[config.mk]
export PLATFORM = sky130hd
export DESIGN_NAME = reg_file_mw
export DESIGN_NICKNAME = d
export VERILOG_FILES = /design/src/rtl/reg_file_mw.sv
export SDC_FILE = /design/constraint.sdc
export NUM_CORES = 2
export LEC_CHECK = 0
export CORE_MARGIN = 1
export CORE_UTILIZATION = 50
export DETAILED_ROUTE_END_ITERATION = 7
export GPL_ROUTABILITY_DRIVEN = 0
export PLACE_DENSITY_LB_ADDON = 0.2
export SLEW_MARGIN = 20
export SYNTH_ARGS = -nofsm -noshare
export SYNTH_HDL_FRONTEND = slang
export SYNTH_SLANG_ARGS = --single-unit
[constraint.sdc]
create_clock -name clk -period 4.6 [get_ports clk]
set_input_delay 0.46 -clock clk [delete_from_list [all_inputs] [get_ports clk]]
set_output_delay 0.46 -clock clk [all_outputs]
set_load 0.02 [all_outputs]
[src/rtl/reg_file_mw.sv]
// -----------------------------------------------------------------------------
// reg_file_mw
//
// Pipeline register file with two write ports (dual-issue writeback), two
// combinational read ports (decode) and a sequential clear engine that zeroes
// every entry after reset before the file is released for use.
//
// Parameters
//   XLEN      data width of each register
//   AW        address width; depth NREGS = 2**AW
//   ZERO_REG  1: register 0 reads as zero and ignores writes
//             0: register 0 is an ordinary register
//
// Optional feature (compile-time macro REGFILE_BYPASS_EN)
//   defined   : a read whose address matches a write being accepted in the same
//               cycle returns the write data combinationally (port 1 over
//               port 0 over array contents)
//   undefined : reads return the array contents before the write edge
//
// Ports
//   clk        in   core clock, all state updates on the rising edge
//   rst        in   synchronous active-high reset, restarts the clear sequence
//   init_done  out  high once every entry has been cleared; writes accepted
//   we0/wa0/wd0 in  write port 0
//   we1/wa1/wd1 in  write port 1 (wins when both ports target one address)
//   ra1/rd1    in/out  read port A (combinational)
//   ra2/rd2    in/out  read port B (combinational)
//
// Handshake: there is none. Writes are fire-and-forget and only take effect
// while init_done is high; reads are valid only while init_done is high and
// return zero otherwise.
// -----------------------------------------------------------------------------
module reg_file_mw #(
    parameter int XLEN     = 32,
    parameter int AW       = 5,
    parameter int ZERO_REG = 1
) (
    input  logic            clk,
    input  logic            rst,
    output logic            init_done,
    input  logic            we0,
    input  logic [AW-1:0]   wa0,
    input  logic [XLEN-1:0] wd0,
    input  logic            we1,
    input  logic [AW-1:0]   wa1,
    input  logic [XLEN-1:0] wd1,
    input  logic [AW-1:0]   ra1,
    input  logic [AW-1:0]   ra2,
    output logic [XLEN-1:0] rd1,
    output logic [XLEN-1:0] rd2
);

    localparam int            NREGS    = 2 ** AW;
    localparam logic [AW-1:0] LAST_IDX = AW'(NREGS - 1);

    typedef enum logic {
        S_CLEAR = 1'b0,
        S_RUN   = 1'b1
    } state_t;

    state_t          state;
    state_t          state_next;
    logic [AW-1:0]   clr_cnt;
    logic [AW-1:0]   clr_cnt_next;

    logic [XLEN-1:0] regs [NREGS];

    logic            clear_active;
    logic            run_active;
    logic            wr0_ok;
    logic            wr1_ok;

    // ------------------------------------------------------------------
    // Clear-engine FSM: state register
    // ------------------------------------------------------------------
    always_ff @(posedge clk) begin
        if (rst) begin
            state   <= S_CLEAR;
            clr_cnt <= '0;
        end else begin
            state   <= state_next;
            clr_cnt <= clr_cnt_next;
        end
    end

    // ------------------------------------------------------------------
    // Clear-engine FSM: next state
    // ------------------------------------------------------------------
    always_comb begin
        state_next   = state;
        clr_cnt_next = clr_cnt;
        case (state)
            S_CLEAR: begin
                clr_cnt_next = clr_cnt + 1'b1;
                if (clr_cnt == LAST_IDX) begin
                    state_next = S_RUN;
                end
            end
            S_RUN: begin
                state_next = S_RUN;
            end
            default: begin
                state_next   = S_CLEAR;
                clr_cnt_next = '0;
            end
        endcase
    end

    // init_done comes straight from the state register, so it rises on the
    // edge that performs the last clear write and is glitch-free.
    assign init_done = (state == S_RUN);

    // The reset cycle itself must leave the array untouched, hence !rst here.
    assign clear_active = (state == S_CLEAR) && !rst;
    assign run_active   = (state == S_RUN)   && !rst;

    // Port 0 is suppressed when port 1 hits the same address so the array
    // sees a single well-defined write per entry per cycle.
    assign wr0_ok = run_active && we0
                 && !((ZERO_REG != 0) && (wa0 == '0))
                 && !(we1 && (wa1 == wa0));
    assign wr1_ok = run_active && we1
                 && !((ZERO_REG != 0) && (wa1 == '0));

    // ------------------------------------------------------------------
    // Storage array
    // ------------------------------------------------------------------
    always_ff @(posedge clk) begin
        if (clear_active) begin
            regs[clr_cnt] <= '0;
        end else begin
            if (wr0_ok) begin
                regs[wa0] <= wd0;
            end
            if (wr1_ok) begin
                regs[wa1] <= wd1;
            end
        end
    end

    // ------------------------------------------------------------------
    // Read path
    // ------------------------------------------------------------------
    // Shared by both read ports. Reads are masked until the clear sequence
    // completes so partially cleared or stale contents never leak out.
    function automatic logic [XLEN-1:0] read_port(input logic [AW-1:0] addr);
        logic [XLEN-1:0] val;
        val = '0;
        if (state != S_RUN) begin
            val = '0;
        end else if ((ZERO_REG != 0) && (addr == '0)) begin
            val = '0;
`ifdef REGFILE_BYPASS_EN
        end else if (run_active && we1 && (wa1 == addr)) begin
            val = wd1;
        end else if (run_active && we0 && (wa0 == addr)) begin
            val = wd0;
`endif
        end else begin
            val = regs[addr];
        end
        return val;
    endfunction

    always_comb begin
        rd1 = '0;
        rd2 = '0;
        rd1 = read_port(ra1);
        rd2 = read_port(ra2);
    end

endmodule

After elaboration in Yosys (flattened, before gate mapping)
Memory sizes are Yosys's and may differ from the RTL's.
Cells that the tools add are included.
Widths: inputs -> output; s select.
{"block": "totals", "ff_bits": 6, "mem_bits_rw": 1024, "input_bits": 88, "word_cells": 41, "n_memories": 1}
{"block": "classes", "addsub": 1, "eq_ne": 2, "muxes": 17, "bitwise_logic": 1, "n_reduce_logical": 17}
{"memory": "regs", "depth": 32, "word_bits": 32, "rd": 2, "rd_clocked_by_memory_dff": 0, "write_ports": 2, "line_no": "66", "rtl": "logic [XLEN-1:0] regs [NREGS];"}
{"operator": "$mux 32", "count": 5}
{"operator": "$reduce_or 32->1", "count": 1}
{"operator": "$logic_not 5->1", "count": 4}
{"operator": "$mux 1", "count": 10}
{"operator": "$logic_and 1x1->1", "count": 8}
{"operator": "$add 5x1->5 const B", "count": 1}
{"operator": "$eq 5x5->1", "count": 1}
{"operator": "$eq 5x5->1 const B", "count": 1}
{"operator": "$mux 5", "count": 1}
{"operator": "$logic_not 1->1", "count": 4}
{"operator": "$pmux 1 s2", "count": 1}
{"operator": "$not 1->1", "count": 1}

Logic depth before layout (Yosys ltp)
{"block": "logic_depth", "depth_word": 10, "mapped_depth": 8, "ltp_nobuf": 5}

Worst setup path after synthesis
No wires, ideal clock.
{"block": "synth_timing", "path_type": "input to register", "startpoint": "input port wa1[1]", "endpoint": "memory regs[31][0], enable pin", "setup_time_ps": 433, "arrival_ps": 3489, "path_slack_ps": 678, "path_stages": 8, "n_path_buf": 3, "path_cell_list": "buf_2 xor2_1 nor4_4 a31oi_4 buf_6 buf_6 mux2_4 o22ai_1"}
{"item": "from (decl)", "line_no": "45", "rtl": "input logic [AW-1:0] wa1,"}
{"item": "to (decl)", "line_no": "66"}

Worst setup path after layout
{"block": "layout_timing", "startpoint": "register state, in the netlist init_done", "endpoint": "output port rd2[26]"}
{"block": "layout_via", "elab_chain_len": 1}
{"item": "from (decl)", "line_no": "61", "rtl": "state_t state;"}
{"item": "from (signal assigned)", "line_no": "81", "rtl": "state <= state_next;"}
{"item": "$mux 32", "line_no": "149", "rtl": "if (state != S_RUN) begin"}
{"item": "to (decl)", "line_no": "50", "rtl": "output logic [XLEN-1:0] rd2"}
Every way passes these cells.

==> key figures <==
Clock network
  – Max H-tree Level: 3
  – PostCTS Resize Cnt: 0
  – Inserted Clock Buffers: 111
  – Clock-pin slew on the worst setup and hold paths: 0.06 ns
  – Post-CTS Hold Buffers: 0
  – # clock sinks: ~1,000
  – Max Root-Sink Buffers: 3
  – CTS tree: built
  – Setup bufs post-CTS: 0
  – Clk_lat worst skew: roughly 0.72 ns
  – Clk root buf: clkbuf_16

Routing
  – Routed wire length per instance: ~32 µm
  – Via count: roughly 42,000
  – Initial DRC Count: a little over 6,000
  – Post-route ant nets: 0
  – DR vias/cell: between 6 and 7
  – Post-route DRC: 0
  – Final WL: 200,000 µm
  – Drt pass-1 iters: 6

Setup path
  – Data arrival, critical path: 3.53 ns
  – Startpoint Class: flip-flop
  – CP required: 4.14 ns
  – Worst setup EP type: output port
  – Setup slack, reg-to-reg: around 1.3 ns
  – CP Class: reg2out
  – Worst-path fanout max: 32

Die
  – Die H: between 300 and 400 µm
  – Die W: 344 µm
  – Starting Density: between 50% and 60%
  – Core outline area: approximately 0.12 mm²
  – Die area: approximately 0.12 mm²
  – Rows: 125
  – # IOs: between 150 and 200

Synth
  – Syn Area/Cell: between 10 and 15 µm²
  – Seq/Total Area, Yosys: 52.7%
  – Simple-Gate Fraction of Synth Area: around 8.3%
  – Commonest cells in the netlist: 1,032 x nand2_1, 1,024 x edfxtp_1, 986 x o21ai_0
  – Synthesized area: 0.0586 mm²
  – Synthesized flop and latch total: just over 1,000
  – Adder-cell share of the synthesized area: less than 1%
  – Yosys warnings: 0
  – XOR/XNOR Fraction of Synth Area: less than 1%
  – Synth Flop Type: edfxtp_1
  – Most frequent cell after synthesis: nand2_1
  – Post-synth EDFFs: slightly above 1,000
  – Main combinational cell family by area after synthesis: multiplexers
  – Post-synth top area share: between 50% and 60%
  – Most area-hungry cell type in the Yosys netlist: edfxtp_1
  – Synth unique cells: 47
  – Syn Inst Count: roughly 4,800
  – Complex-gate fraction of the synthesized area: between 10% and 20%
  – Synth area leaders: edfxtp_1 53%, mux4_2 20%, o21ai_0 8.4%, nand2_1 6.6%, mux2i_1 4.5%
  – Synthesized Nets: roughly 5,000
  – Mux share of post-synthesis cell area: around a quarter
  – Async set or reset register ratio after synthesis: 0%

STA
  – Worst slew pin tran: about 1.2 ns
  – RSZ-0062 raised after global routing: false
  – Fin. Hold Viols: 0
  – Max Freq: about 250 MHz
  – Final Hold Slack: 0.385 ns
  – Worst-case clock skew: 0.0231 ns
  – Final min period: around 4 ns
  – Setup TNS: 0 ns
  – Worst relative slew slack: between 15 and 20%
  – Fin. max-slew vios: 0
  – Period Utilization, post-route: a little under 90%
  – Final setup viols: 0

Worst hold path
  – HP Class: in2reg

Layout
  – FILL cells: between 9,000 and 10,000
  – Layout area overhead: 12.0%
  – Proportion of layout cells with a drive suffix above 1: 21.1%
  – Final nets: 4,730

Global routing
  – Initial antenna violation count: 6
  – Total track usage: approximately 34%
  – Largest net degree at the start of global routing: 96
  – GRT overflow: 0
  – Vias in the first global route: ~41,000
  – First-pass GRT wire length: about 280,000 µm

Power
  – Peak VDD IR: a little under 0.3 mV
  – Leakage power: between 15 and 20 nW
  – Power Dens Cells: around 310 mW/mm²

Run status
  – Outcome: finished clean

Placed design
  – I/O Buffers: between 150 and 200
  – Dpl hpwl: about 110,000 µm

Flow run
  – Max cap viols: 0
final timing paths:
check | to | depth (start not counted) | start
max reg2reg | regs[15][20] | 7 | init_done
max | rd2[26] | 5 | init_done
min | regs[2][6] | 3 | wd1[6]
min reg2reg | clr_cnt[1] | 2 | clr_cnt[1]
per-layer routing:
layer | up-vias | global-route usage (%) | wire length, µm | part of all wire [%]
met3 | 495 | 7.50 | 25300 | 13
met2 | 2949 | 51.3 | 90400 | 45
met4 | 6 | 13.3 | 8520 | 4.3
li1 | 17800 | - | - | -
met1 | 21200 | 47.6 | 75700 | 38
met5 | - | 0 | 38 | 0.019
where the power goes:
| part | switching, mW | internal [mW] | leakage [nW] | total [mW] |
|---|---|---|---|---|
| combinational | 0.777 | 0.589 | 10.2 | 1.37 |
| clock | 3.80 | 4.82 | 1.66 | 8.61 |
| sequential | 0.0335 | 10.2 | 8.11 | 10.3 |
flip-flops by register name, indices dropped and copies added (netlist names):
signal / count
clr_cnt: 5
regs: 1024
init_done: 1
logic make-up after synthesis:
kind of cell,Yosys count
compound gates,1157
xor+xnor,8
fa+ha+maj,2
buf+inv,618
flops,1030
mux,778
simple gates,1183
placed cells by master (no fill, tap or decap), types with 7 or more instances in the layout:
master	count
or2_2	64
o21bai_4	16
nor2_4	13
clkbuf_1	21
clkinv_2	14
bufinv_16	7
clkinv_1	37
nand2_1	1031
o22ai_4	15
clkbuf_16	112
buf_12	49
buf_2	19
mux4_2	512
edfxtp_1	1024
o22ai_1	128
clkdlybuf4s50_1	127
nor4_2	9
nor2_1	12
inv_1	34
o21ai_0	986
mux2i_1	265
buf_4	134
worst max-delay path: stages (launching register included):
cell	delay, ns
dfxtp_1	0.33
buf_4	0.28
or4b_4	0.93
o22ai_1	0.38
or2_2	0.25
clkdlybuf4s50_1	0.63
area by class of cell:
type | instances | area (µm²) | share of cell area (%)
antenna | 1 | 2.50 | 0.00382
clock buffer | 133 | 2880 | 4.39
sequential | 1030 | 30900 | 47.1
timing repair buffer | 335 | 3440 | 5.25
tap | 1524 | 1910 | 2.91
clock inverter | 65 | 515 | 0.786
inverter | 34 | 128 | 0.195
multi-input combinational | 3128 | 25800 | 39.4
per-stage QoR:
step	instances	util (%)	instance area, µm²	worst slack (ns)	total power, mW
final	6250	56.4	65600	0.607	20.3
after global routing	6250	56.4	65600	0.589	20.7
after CTS	6249	56.5	65600	0.640	20.3
after detailed placement	6051	53.5	62200	0.449	11.8
after global placement	6051	53.6	62300	0.535	11.8
after floorplan	4776	-	58600	0.678	11.4
No activity file was read; power rests on OpenSTA's default activity.
